--- src/rtl/bus_pkg.sv ---
// Shared definitions for the 32-source datapath bus: widths, implemented-source
// mask, select-encoder state encoding and named source indices.
package bus_pkg;

    localparam int unsigned NUM_SRC = 32;
    localparam int unsigned SEL_W   = 5;

    // Bits 0-23 and 25 are wired to real bus drivers.
    localparam logic [NUM_SRC-1:0] DEFAULT_VALID_MASK = 32'h02FF_FFFF;

    typedef enum logic [1:0] {
        IDLE,
        DRIVE,
        LOCKED
    } bus_state_t;

    localparam logic [SEL_W-1:0] SRC_R0     = 5'd0;
    localparam logic [SEL_W-1:0] SRC_R1     = 5'd1;
    localparam logic [SEL_W-1:0] SRC_R2     = 5'd2;
    localparam logic [SEL_W-1:0] SRC_R3     = 5'd3;
    localparam logic [SEL_W-1:0] SRC_R4     = 5'd4;
    localparam logic [SEL_W-1:0] SRC_R5     = 5'd5;
    localparam logic [SEL_W-1:0] SRC_R6     = 5'd6;
    localparam logic [SEL_W-1:0] SRC_R7     = 5'd7;
    localparam logic [SEL_W-1:0] SRC_R8     = 5'd8;
    localparam logic [SEL_W-1:0] SRC_R9     = 5'd9;
    localparam logic [SEL_W-1:0] SRC_R10    = 5'd10;
    localparam logic [SEL_W-1:0] SRC_R11    = 5'd11;
    localparam logic [SEL_W-1:0] SRC_R12    = 5'd12;
    localparam logic [SEL_W-1:0] SRC_R13    = 5'd13;
    localparam logic [SEL_W-1:0] SRC_R14    = 5'd14;
    localparam logic [SEL_W-1:0] SRC_R15    = 5'd15;
    localparam logic [SEL_W-1:0] SRC_HI     = 5'd16;
    localparam logic [SEL_W-1:0] SRC_LO     = 5'd17;
    localparam logic [SEL_W-1:0] SRC_ZHI    = 5'd18;
    localparam logic [SEL_W-1:0] SRC_ZLO    = 5'd19;
    localparam logic [SEL_W-1:0] SRC_PC     = 5'd20;
    localparam logic [SEL_W-1:0] SRC_MDR    = 5'd21;
    localparam logic [SEL_W-1:0] SRC_INPORT = 5'd22;
    localparam logic [SEL_W-1:0] SRC_IR     = 5'd23;
    localparam logic [SEL_W-1:0] SRC_IMM    = 5'd25;

endpackage

--- src/rtl/priority_encoder_32.sv ---
// Combinational fixed-priority encoder: lowest set bit wins, plus any/multi flags.
module priority_encoder_32
    import bus_pkg::*;
(
    input  logic [NUM_SRC-1:0] eff,
    output logic [SEL_W-1:0]   index,
    output logic               any,
    output logic               multi
);

    logic found;

    always_comb begin
        index = '0;
        found = 1'b0;
        for (int unsigned i = 0; i < NUM_SRC; i++) begin
            if (eff[i] && !found) begin
                index = SEL_W'(i);
                found = 1'b1;
            end
        end
    end

    assign any = |eff;
    // Clearing the lowest set bit leaves something only if two or more were set.
    assign multi = |(eff & (eff - NUM_SRC'(1)));

endmodule

--- src/rtl/bus_select_encoder.sv ---
// Registers the priority-encoded bus select from one-hot drive requests, with
// hold-based locking, conflict reporting and unimplemented-source detection.
module bus_select_encoder
    import bus_pkg::*;
#(
    parameter logic [NUM_SRC-1:0] VALID_MASK = DEFAULT_VALID_MASK,
    parameter int unsigned        CNT_W      = 8
) (
    input  logic               clk,
    input  logic               clear,
    input  logic [NUM_SRC-1:0] out_en,
    input  logic               hold,
    input  logic               conflict_ack,
    output logic [SEL_W-1:0]   select,
    output logic               select_valid,
    output logic [NUM_SRC-1:0] grant,
    output logic               conflict,
    output logic               conflict_sticky,
    output logic               bad_req,
    output logic [CNT_W-1:0]   conflict_count
);

    bus_state_t         state;
    logic [NUM_SRC-1:0] eff;
    logic [SEL_W-1:0]   win_index;
    logic               win_any;
    logic               win_multi;
    logic               arbitrate;
    logic               conflict_ev;

    assign eff = out_en & VALID_MASK;

    priority_encoder_32 u_penc (
        .eff   (eff),
        .index (win_index),
        .any   (win_any),
        .multi (win_multi)
    );

    // IDLE ignores hold; DRIVE and LOCKED arbitrate only once hold is low.
    always_comb begin
        arbitrate   = (state == IDLE) || !hold;
        conflict_ev = arbitrate && win_multi;
    end

    always_ff @(posedge clk) begin
        if (clear) begin
            state           <= IDLE;
            select          <= '0;
            select_valid    <= 1'b0;
            grant           <= '0;
            conflict        <= 1'b0;
            conflict_sticky <= 1'b0;
            bad_req         <= 1'b0;
            conflict_count  <= '0;
        end else begin
            bad_req  <= |(out_en & ~VALID_MASK);
            conflict <= conflict_ev;

            if (conflict_ev)
                conflict_sticky <= 1'b1;
            else if (conflict_ack)
                conflict_sticky <= 1'b0;

            if (conflict_ev && (conflict_count != '1))
                conflict_count <= conflict_count + CNT_W'(1);

            if (!arbitrate) begin
                state <= LOCKED;
            end else if (win_any) begin
                state        <= DRIVE;
                select       <= win_index;
                select_valid <= 1'b1;
                grant        <= NUM_SRC'(1) << win_index;
            end else begin
                state        <= IDLE;
                select_valid <= 1'b0;
                grant        <= '0;
            end
        end
    end

endmodule

--- config.mk ---
export PLATFORM = sky130hd
export DESIGN_NAME = bus_select_encoder
export DESIGN_NICKNAME = d
export VERILOG_FILES = /design/src/rtl/bus_pkg.sv /design/src/rtl/priority_encoder_32.sv /design/src/rtl/bus_select_encoder.sv
export SDC_FILE = /design/constraint.sdc
export NUM_CORES = 1
export LEC_CHECK = 0
export BUFFER_PORTS_ARGS = -buffer_cell sky130_fd_sc_hd__buf_2
export CAP_MARGIN = 15
export CORE_ASPECT_RATIO = 0.5
export CORE_MARGIN = 4
export CORE_UTILIZATION = 40
export DETAILED_ROUTE_END_ITERATION = 8
export PLACE_DENSITY = 0.66
export SLEW_MARGIN = 20
export SYNTH_ARGS = -nofsm -noshare
export SYNTH_HDL_FRONTEND = slang
export SYNTH_HIERARCHICAL = 1
export SYNTH_SLANG_ARGS = --single-unit
--- constraint.sdc ---
create_clock -name clk -period 7.9 [get_ports clk]
set_input_delay 1.58 -clock clk [delete_from_list [all_inputs] [get_ports clk]]
set_output_delay 1.58 -clock clk [all_outputs]
set_load 0.005 [all_outputs]
==> flow_metrics.env, run 1 <==
export IMPL_rsz0062_at_grt="no"
export IMPL_vdd_ir_drop_max_uv=103
export IMPL_die_area_um2=7820
export IMPL_wl_per_cell_um=13.1
export IMPL_min_period_ns=4.35
export IMPL_yosys_register_bits=51
export IMPL_outcome="completed"
export IMPL_clk_latency_ns=0.28
export IMPL_numCtsBuffers=5
export IMPL_vias=2668
export IMPL_clock_sinks=51
export IMPL_cp_required_ns=8.10
export IMPL_remaining_drc_errors=0
export IMPL_crit_path_end_kind="flip-flop"
export IMPL_worstPathMaxFanout=6
export IMPL_cp_start_kind="primary input"
export IMPL_gp_congestion=0.942
export IMPL_pre_cts_slack_ns=3.27
export IMPL_yosys_warnings=6
export IMPL_first_global_vias=2492
export IMPL_place_inst=510
export IMPL_tritoncts="built"
export IMPL_setup_ws_ns=3.55
export IMPL_hold_buffers=0
export IMPL_dp_hpwl_um=5320
export IMPL_met3_usage=0.0392
export IMPL_synth_edf_count=0
export IMPL_antenna_found_initial=0
export IMPL_grt_overflow_total=0
export IMPL_nNetsFinal=466
export IMPL_power_leakage_uw=0.00141
export IMPL_grtUsageMet1=0.236
export IMPL_die_h_um=64.6
export IMPL_synthesis_area_um2=2560
export IMPL_hp_class="flip-flop to flip-flop"
export IMPL_root_buffer="clkbuf_16"
export IMPL_fin_skew_ns=0.00471
export IMPL_drive_above_1_share=0.256
export IMPL_die_width_um=121
export IMPL_grt_max_degree=35
export IMPL_grtUsageTotal=0.177
export IMPL_ant_nets=0
export IMPL_syn_instance_count=313
export IMPL_worst_slew_pin_slew_ns=0.842
export IMPL_yosysSeqAreaShare=0.399
export IMPL_drv_cap=0
export IMPL_port_buffers=84
export IMPL_post_cts_resized=0
export IMPL_p_per_area_nw_per_um2=164
export IMPL_wl_um=6770
export IMPL_core_um2=6130
export IMPL_syn_to_final_growth_pct=30.3
export IMPL_final_common_cell="buf_2"
export IMPL_dr_pass1_iters=4
export IMPL_synthFlopType="dfxtp_1"
export IMPL_grt_pass1_wl_um=11600
export IMPL_start_util=0.418
export IMPL_slew_headroom=0.433
export IMPL_fillers=564
export IMPL_fmax_mhz=230
export IMPL_syn_area_per_cell_um2=8.18
export IMPL_busiest_layer="met2"
export IMPL_ys_types=58
export IMPL_top_level_ports=85
export IMPL_synthArstFlopShare=0
export IMPL_avgViaCountPerCell=5.15
export IMPL_rows=20
export IMPL_report_final_slew_viol_count=0
export IMPL_setup_violations_final=0
export IMPL_fin_setup_tns_ns=0
export IMPL_crit_type="primary input to flip-flop"
export IMPL_final_util=0.544
export IMPL_fin_cells=518
export IMPL_layout_common_cells="84 x buf_2, 52 x nand2_1, 51 x dfxtp_1"
export IMPL_drtIter0Drc=193
export IMPL_period_share=0.551
export IMPL_cts_htree_levels=2
export IMPL_post_cts_buffers=0
export IMPL_hold_slack_ns=0.450
export IMPL_grt_util_met2=0.302
export IMPL_finalHoldViolCount=0
export IMPL_cts_clk_slew_worst_paths_ns=0.07
export IMPL_cp_arrival_ns=4.55
export IMPL_num_antenna_cells=0
export IMPL_clockBufferDepth=2
flip-flops by register name, indices dropped and copies added (netlist names):
| register | cells |
|---|---|
| bad_req | 1 |
| conflict | 1 |
| conflict_count | 8 |
| conflict_sticky | 1 |
| grant | 32 |
| select | 5 |
| select_valid | 1 |
| state | 2 |
routing by layer:
layer	vias to the layer above	wire, um
met5	-	0
met4	0	24
met2	87	3110
met1	1206	3160
met3	4	468
li1	1371	-
worst paths after layout:
kind                             startpoint                        endpoint  slack, ns  cells past startpoint
setup reg to reg        state[1]$_SDFF_PP0_  conflict_count[0]$_SDFFE_PP0P_       6.11                      4
setup / recovery                 out_en[11]          grant[15]$_SDFFE_PP0N_       3.55                     11
hold / removal    select_valid$_SDFFE_PP0N_       select_valid$_SDFFE_PP0N_       0.45                      1
hold reg to reg   select_valid$_SDFFE_PP0N_       select_valid$_SDFFE_PP0N_       0.45                      1
critical path, cell delays in order:
cell	delay [ns]
buf_2	0.13
nor4_1	0.38
nand3_1	0.32
nor3_2	0.41
nand2_1	0.17
nor2_1	0.23
nor2_1	0.08
a311oi_1	0.59
nor2b_1	0.34
nand2_1	0.13
o21ai_0	0.20
synth_stat cells, types with 3 or more instances:
cell type  instances  share of area
o31ai_1            3         0.0088
dfxtp_1           51           0.40
a32o_1             7          0.027
inv_1              8          0.012
nand3_1           12          0.023
buf_2              4         0.0078
a31oi_1            4         0.0098
nor3_1            10          0.020
o21ai_0           29          0.057
a211oi_1           7          0.021
maj3_1             5          0.020
a21oi_1           20          0.039
nand2b_1           6          0.015
nor4_1             9          0.022
nor2b_1            4         0.0098
nor2_1            28          0.041
nand2_1           52          0.076
or4_1              3         0.0088
o211ai_1           3         0.0088
or3_1              3         0.0073
power by group:
part / switching (uW) / internal [uW]
clock network: 92.0 / 127
logic: 38.1 / 24.0
registers: 4.35 / 263
stage by stage:
| stage | total power, uW | area, um2 |
|---|---|---|
| 5_1_grt | 576 | 3330 |
| 2_1_floorplan | 307 | 2680 |
| 6_report | 548 | 3330 |
| 4_1_cts | 552 | 3330 |
| 3_3_place_gp | 332 | 3170 |
| 3_5_place_dp | 334 | 3170 |
cell type report:
| class | count | area [um2] | share of cell area |
|---|---|---|---|
| inverters | 8 | 30.0 | 0.00901 |
| clock buffers | 6 | 139 | 0.0417 |
| well taps | 88 | 110 | 0.0330 |
| clock inverters | 2 | 16.3 | 0.00488 |
| flip-flops and latches | 51 | 1020 | 0.306 |
| repair buffers | 84 | 420 | 0.126 |
| multi-input cells | 279 | 1600 | 0.479 |
cell families (layout without fill, tap and decap cells):
family          after synthesis  count (layout)  synth area share
compound gates               92              92             0.243
fa+ha+maj                     6               6            0.0244
flops                        51              51             0.399
other cells                   1              34           0.00146
buf+inv                      16             100            0.0283
mux                           2               2           0.00977
simple gates                145             145             0.294
Note: power is estimated with default switching activity, not from simulation.
==> run 2: changes to the inputs <==
PLACE_DENSITY = 0.68   (was 0.66)
clock period = 3.8 ns   (was 7.9 ns; I/O delays follow)
==> run 2 against run 1 <==
Compared with the run above: global-route usage shrank 0.93 points; clock-buffer cell count is the same; sequential power grew 110%; critical path depth is the same; setup slack lost 3.1 ns; non-clock buffer count grew 5; critical endpoint is now conflict_count[0]$_SDFFE_PP0P_; largest cell class unchanged.
==> flow_metrics.env, run 2 (synthesis results as in run 1) <==
export IMPL_cp_start_kind="primary input"
export IMPL_clk_latency_ns=0.29
export IMPL_cp_arrival_ns=3.51
export IMPL_drive_above_1_share=0.264
export IMPL_finalHoldViolCount=0
export IMPL_layout_common_cells="84 x buf_2, 52 x nand2_1, 51 x dfxtp_1"
export IMPL_clock_sinks=51
export IMPL_wl_per_cell_um=12.3
export IMPL_grt_overflow_total=0
export IMPL_post_cts_resized=0
export IMPL_reg2regPathDepth=4
export IMPL_core_um2=6130
export IMPL_fin_skew_ns=0.00550
export IMPL_hp_class="flip-flop to flip-flop"
export IMPL_drtIter0Drc=170
export IMPL_r2r_slack_ns=2.07
export IMPL_drv_cap=0
export IMPL_final_util=0.553
export IMPL_worst_slew_pin_slew_ns=0.856
export IMPL_seq_area_um2=1020
export IMPL_multi_input_comb_area_um2=1590
export IMPL_p_per_area_nw_per_um2=358
export IMPL_gp_congestion=0.883
export IMPL_first_global_vias=2317
export IMPL_grt_pass1_wl_um=10800
export IMPL_r2r_end="conflict_count[0]$_SDFFE_PP0P_"
export IMPL_top_register="grant"
export IMPL_cts_clk_slew_worst_paths_ns=0.07
export IMPL_nNetsFinal=471
export IMPL_outcome="completed"
export IMPL_top_level_ports=85
export IMPL_tritoncts="built"
export IMPL_fmax_mhz=301
export IMPL_reg_top3="grant: 32 flops, conflict_count: 8 flops, select: 5 flops"
export IMPL_whs_path_depth=1
export IMPL_hp_start="select_valid$_SDFFE_PP0N_"
export IMPL_report_final_slew_viol_count=0
export IMPL_root_buffer="clkbuf_16"
export IMPL_place_inst=515
export IMPL_post_cts_buffers=0
export IMPL_cp_required_ns=3.98
export IMPL_setup_violations_final=0
export IMPL_final_common_cell="buf_2"
export IMPL_hold_buffers=0
export IMPL_hold_end="select_valid$_SDFFE_PP0N_"
export IMPL_crit_type="primary input to flip-flop"
export IMPL_die_width_um=121
export IMPL_die_area_um2=7820
export IMPL_num_antenna_cells=0
export IMPL_clockBufferDepth=2
export IMPL_numCtsBuffers=5
export IMPL_fillers=619
export IMPL_vdd_ir_drop_max_uv=179
export IMPL_hold_slack_ns=0.448
export IMPL_wl_um=6450
export IMPL_stdcell_area_um2=3390
export IMPL_dp_hpwl_um=5130
export IMPL_vias=2625
export IMPL_placed_cell_area_um2=3210
export IMPL_antenna_found_initial=0
export IMPL_remaining_drc_errors=0
export IMPL_cts_htree_levels=2
export IMPL_grt_max_degree=26
export IMPL_largest_reg_flops=32
export IMPL_rsz0062_at_grt="no"
export IMPL_worstPathMaxFanout=6
export IMPL_crit_path_end_kind="flip-flop"
export IMPL_fin_setup_tns_ns=0
export IMPL_die_h_um=64.6
export IMPL_dr_pass1_iters=4
export IMPL_fin_cells=523
export IMPL_min_period_ns=3.33
export IMPL_rows=20
export IMPL_grtUsageTotal=0.167
export IMPL_syn_to_final_growth_pct=32.4
export IMPL_ant_nets=0
export IMPL_slew_headroom=0.423
export IMPL_power_leakage_uw=0.00145
export IMPL_r2r_start="state[1]$_SDFF_PP0_"
export IMPL_avgViaCountPerCell=5.02
export IMPL_period_share=0.876
export IMPL_start_util=0.418
export IMPL_port_buffers=84
## run 2: cell count changes in the layout (fill, tap and decap cells not counted), sizes merged
cell	before	now
buf	84	89
bufinv	0	1
clkinvlp	1	0
inv	8	9
clkinv	1	0
## run 2: how the worst max path moves through the flow
| stage | start | to | slack [ns] |
|---|---|---|---|
| floorplan | out_en[11] | conflict_count[0]$_SDFFE_PP0P_ | 0.63 |
| global placement | out_en[2] | conflict_count[0]$_SDFFE_PP0P_ | 0.24 |
| detailed placement | out_en[2] | conflict_count[0]$_SDFFE_PP0P_ | 0.22 |
| CTS | out_en[2] | conflict_count[0]$_SDFFE_PP0P_ | 0.52 |
| global route | out_en[7] | conflict_count[0]$_SDFFE_PP0P_ | 0.22 |
| finish | out_en[2] | conflict_count[0]$_SDFFE_PP0P_ | 0.47 |
## run 2: final cells by class
| type | count | area share |
|---|---|---|
| timing repair buffer | 89 | 0.135 |
| tap | 88 | 0.0325 |
| multi-input combinational | 279 | 0.470 |
| inverter | 8 | 0.00886 |
| clock inverter | 2 | 0.0114 |
| sequential | 51 | 0.301 |
| clock buffer | 6 | 0.0410 |
## run 2: worst max-delay path, cell delays in order
cell      delay, ns
buf_2          0.13
nor4_2         0.32
nand2_1        0.15
or3_1          0.36
maj3_1         0.36
nor4_1         0.38
o211a_1        0.20
o211ai_1       0.20
nand2_1        0.26
a31oi_4        0.07
mux2_4         0.31
## run 2: power by group
part | total [uW] | leakage [uW] | internal, uW | switching (uW)
logic | 129 | 0.000952 | 51.9 | 77.2
clock network | 529 | 0.0000875 | 331 | 198
registers | 555 | 0.000414 | 546 | 8.51
total | 1210 | 0.00145 | 929 | 284
## run 2: per-layer routing
metal / vias to the layer above / share of wire / global-route usage
met5: - / 0 / 0
met1: 1174 / 0.50 / 0.226
met2: 72 / 0.43 / 0.274
li1: 1375 / - / -
met3: 4 / 0.059 / 0.0375
met4: 0 / 0.0079 / 0.0391
## run 2: stage by stage
stage / total power (uW) / worst slack (ns)
after floorplan: 638 / 0.629
after global placement: 695 / 0.241
after detailed placement: 696 / 0.224
after CTS: 1220 / 0.517
after global routing: 1270 / 0.219
final: 1210 / 0.473
==> run 3: changes to the inputs <==
PLACE_DENSITY = 0.69   (was 0.68)
SYNTH_HIERARCHICAL = not set   (was 1)
==> run 3 against run 2 <==
Compared with the run above: combinational power down 4%; hold slack improved by 0.0035 ns; design area down 10%; register-to-register slack worse by 0.32 ns; critical path type unchanged.
==> flow_metrics.env, run 3 <==
export IMPL_outcome="completed"
export IMPL_final_common_cell="buf_2"
export IMPL_cp_start_kind="primary input"
export IMPL_avgViaCountPerCell=5.50
export IMPL_syn_to_final_growth_pct=27.6
export IMPL_synth_most_common_cell="dfxtp_1"
export IMPL_yosys_warnings=0
export IMPL_synth_fa_ha_area_frac=0.00995
export IMPL_dp_hpwl_um=4920
export IMPL_power_leakage_uw=0.00135
export IMPL_drv_cap=0
export IMPL_worst_slew_pin_slew_ns=0.693
export IMPL_vdd_ir_drop_max_uv=183
export IMPL_syn_instance_count=278
export IMPL_yosysTopAreaCellShare=0.427
export IMPL_synth_xor_area_share=0
export IMPL_reg2regPathDepth=6
export IMPL_ant_nets=0
export IMPL_report_final_slew_viol_count=0
export IMPL_worstPathMaxFanout=10
export IMPL_cp_slowest_stage_delay_ns=0.45
export IMPL_die_width_um=117
export IMPL_synth_area_leaders="dfxtp_1 43%, nor2_1 5.2%, nand2_1 4.1%"
export IMPL_hold_buffers=0
export IMPL_wirelength_met1_um=2890
export IMPL_cp_arrival_ns=3.23
export IMPL_yosysSeqAreaShare=0.427
export IMPL_ys_types=47
export IMPL_wl_um=6390
export IMPL_wl_met2_um=3010
export IMPL_r2r_slack_ns=1.75
export IMPL_cp_required_ns=3.97
export IMPL_synthArstFlopShare=0
export IMPL_post_cts_buffers=0
export IMPL_die_h_um=62.7
export IMPL_drive_above_1_share=0.278
export IMPL_synthesis_area_um2=2390
export IMPL_synth_top_family_by_area="simple AND/OR/NAND/NOR gates"
export IMPL_period_share=0.806
export IMPL_fin_skew_ns=0.00664
export IMPL_hp_class="flip-flop to flip-flop"
export IMPL_critPathLaunch="out_en[2]"
export IMPL_largest_reg_flops=32
export IMPL_dr_pass1_iters=4
export IMPL_wl_met3_um=417
export IMPL_tritoncts="built"
export IMPL_crit_chain="buf_2 > nor4_2 > nand4_1 > or3_1 > maj3_2 > nor2_1 > and4bb_1 > nor3_1 > mux2_1"
export IMPL_numCtsBuffers=5
export IMPL_crit_path_end_kind="flip-flop"
export IMPL_final_util=0.541
export IMPL_cts_htree_levels=2
export IMPL_finalHoldViolCount=0
export IMPL_yosys_register_bits=51
export IMPL_top_level_ports=85
export IMPL_synth_area_mux_share=0.0325
export IMPL_synthSimpleGateAreaFrac=0.280
export IMPL_num_antenna_cells=0
export IMPL_ys_top_cells_by_count="51 x dfxtp_1, 33 x nor2_1, 26 x nand2_1"
export IMPL_syn_area_per_cell_um2=8.60
export IMPL_min_period_ns=3.06
export IMPL_grt_overflow_total=0
export IMPL_clk_latency_ns=0.28
export IMPL_route_top_layer_used="met4"
export IMPL_remaining_drc_errors=0
export IMPL_first_global_vias=2276
export IMPL_vias=2396
export IMPL_r2r_start="conflict_count[0]$_SDFFE_PP0P_"
export IMPL_cts_clk_slew_worst_paths_ns=0.07
export IMPL_slew_headroom=0.535
export IMPL_slowest_stage="nor4_2"
export IMPL_synth_compound_area_share=0.220
export IMPL_top_register="grant"
export IMPL_synth_edf_count=0
export IMPL_start_util=0.424
export IMPL_gp_congestion=0.901
export IMPL_synth_fp_nets=315
export IMPL_wl_per_cell_um=14.7
export IMPL_antenna_found_initial=0
export IMPL_layout_common_cells="84 x buf_2, 51 x dfxtp_1, 32 x nor2_1"
export IMPL_clockBufferDepth=2
export IMPL_clock_sinks=51
export IMPL_nNetsFinal=399
export IMPL_rsz0062_at_grt="no"
export IMPL_crit_type="primary input to flip-flop"
export IMPL_post_cts_resized=0
export IMPL_fin_setup_tns_ns=0
export IMPL_core_um2=5630
export IMPL_fmax_mhz=327
export IMPL_synth_largest_area_cell="dfxtp_1"
export IMPL_setup_violations_final=0
export IMPL_grt_pass1_wl_um=11100
export IMPL_port_buffers=84
export IMPL_setup_worst_path_end="conflict_count[0]$_SDFFE_PP0P_"
export IMPL_grtUsageTotal=0.178
export IMPL_reg_top3="grant: 32 flops, conflict_count: 8 flops, select: 5 flops"
export IMPL_grt_max_degree=35
export IMPL_die_area_um2=7350
export IMPL_rows=19
export IMPL_root_buffer="clkbuf_16"
export IMPL_drtIter0Drc=120
export IMPL_r2r_end="conflict_count[3]$_SDFFE_PP0P_"
export IMPL_synthFlopType="dfxtp_1"
export IMPL_p_per_area_nw_per_um2=388
==> run 3: changes by cell type in the layout (fill, tap and decap cells not counted), moves of 6 or more <==
| cell | change |
|---|---|
| nand3_1 | -7 |
| conb_1 | -34 |
| a21oi_1 | -7 |
| nor2b_1 | +7 |
| a22o_1 | +11 |
| mux2_1 | +6 |
| and2_1 | +7 |
| nand2_1 | -26 |
| o21ai_0 | -13 |
==> run 3: final cells by class <==
| class | count | area [um2] |
|---|---|---|
| clock buffers | 5 | 125 |
| clock inverters | 3 | 43.8 |
| fillers | 549 | 2580 |
| inverters | 9 | 33.8 |
| multi-input cells | 209 | 1300 |
| flip-flops and latches | 51 | 1020 |
| well taps | 73 | 91.3 |
| repair buffers | 86 | 435 |
==> run 3: through the flow <==
step	setup WS [ns]	total power, uW	instance area [um2]	hold WS, ns	instances
after floorplan	0.899	629	2390	0.449	278
after global placement	0.567	685	2880	0.435	428
after detailed placement	0.473	690	2880	0.439	428
after CTS	0.781	1190	3050	0.455	436
after global routing	0.531	1230	3050	0.479	436
final	0.738	1180	3050	0.451	436
==> run 3: kinds of logic after synthesis <==
| group | after synthesis |
|---|---|
| buffers and inverters | 18 |
| DFF | 51 |
| AOI/OAI and AO/OA | 75 |
| and+or+nand+nor | 125 |
| adders and majority gates | 2 |
| muxes | 7 |
==> run 3: metal layers <==
metal  track usage  vias to the layer above
li1              -                     1190
met1         0.233                     1110
met2         0.301                       87
met3        0.0325                        9
met4        0.0526                        0
met5             0                        -
==> run 3: how the worst min path moves through the flow <==
stage                           start                      to  slack (ns)  depth (start not counted)
2_1_floorplan   grant[0]$_SDFFE_PP0N_   grant[0]$_SDFFE_PP0N_        0.45                          2
3_3_place_gp   grant[23]$_SDFFE_PP0N_  grant[23]$_SDFFE_PP0N_        0.44                          2
3_5_place_dp    grant[2]$_SDFFE_PP0N_   grant[2]$_SDFFE_PP0N_        0.44                          2
4_1_cts         grant[2]$_SDFFE_PP0N_   grant[2]$_SDFFE_PP0N_        0.46                          2
5_1_grt         grant[2]$_SDFFE_PP0N_   grant[2]$_SDFFE_PP0N_        0.48                          2
6_report       grant[19]$_SDFFE_PP0N_  grant[19]$_SDFFE_PP0N_        0.45                          2
==> run 3: worst max-delay path, delay by kind of cell <==
kind | cells | cell delay [ns]
fa+ha+maj | 1 | 0.31
simple gates | 6 | 1.69
buf+inv | 1 | 0.13
mux | 1 | 0.34
==> run 3: power breakdown <==
| part | leakage, uW | internal, uW | total [uW] | switching [uW] |
|---|---|---|---|---|
| combinational | 0.000855 | 48.4 | 124 | 75.5 |
| clock | 0.0000838 | 310 | 502 | 192 |
| sequential | 0.000414 | 547 | 556 | 9.25 |
| total | 0.00135 | 905 | 1180 | 276 |
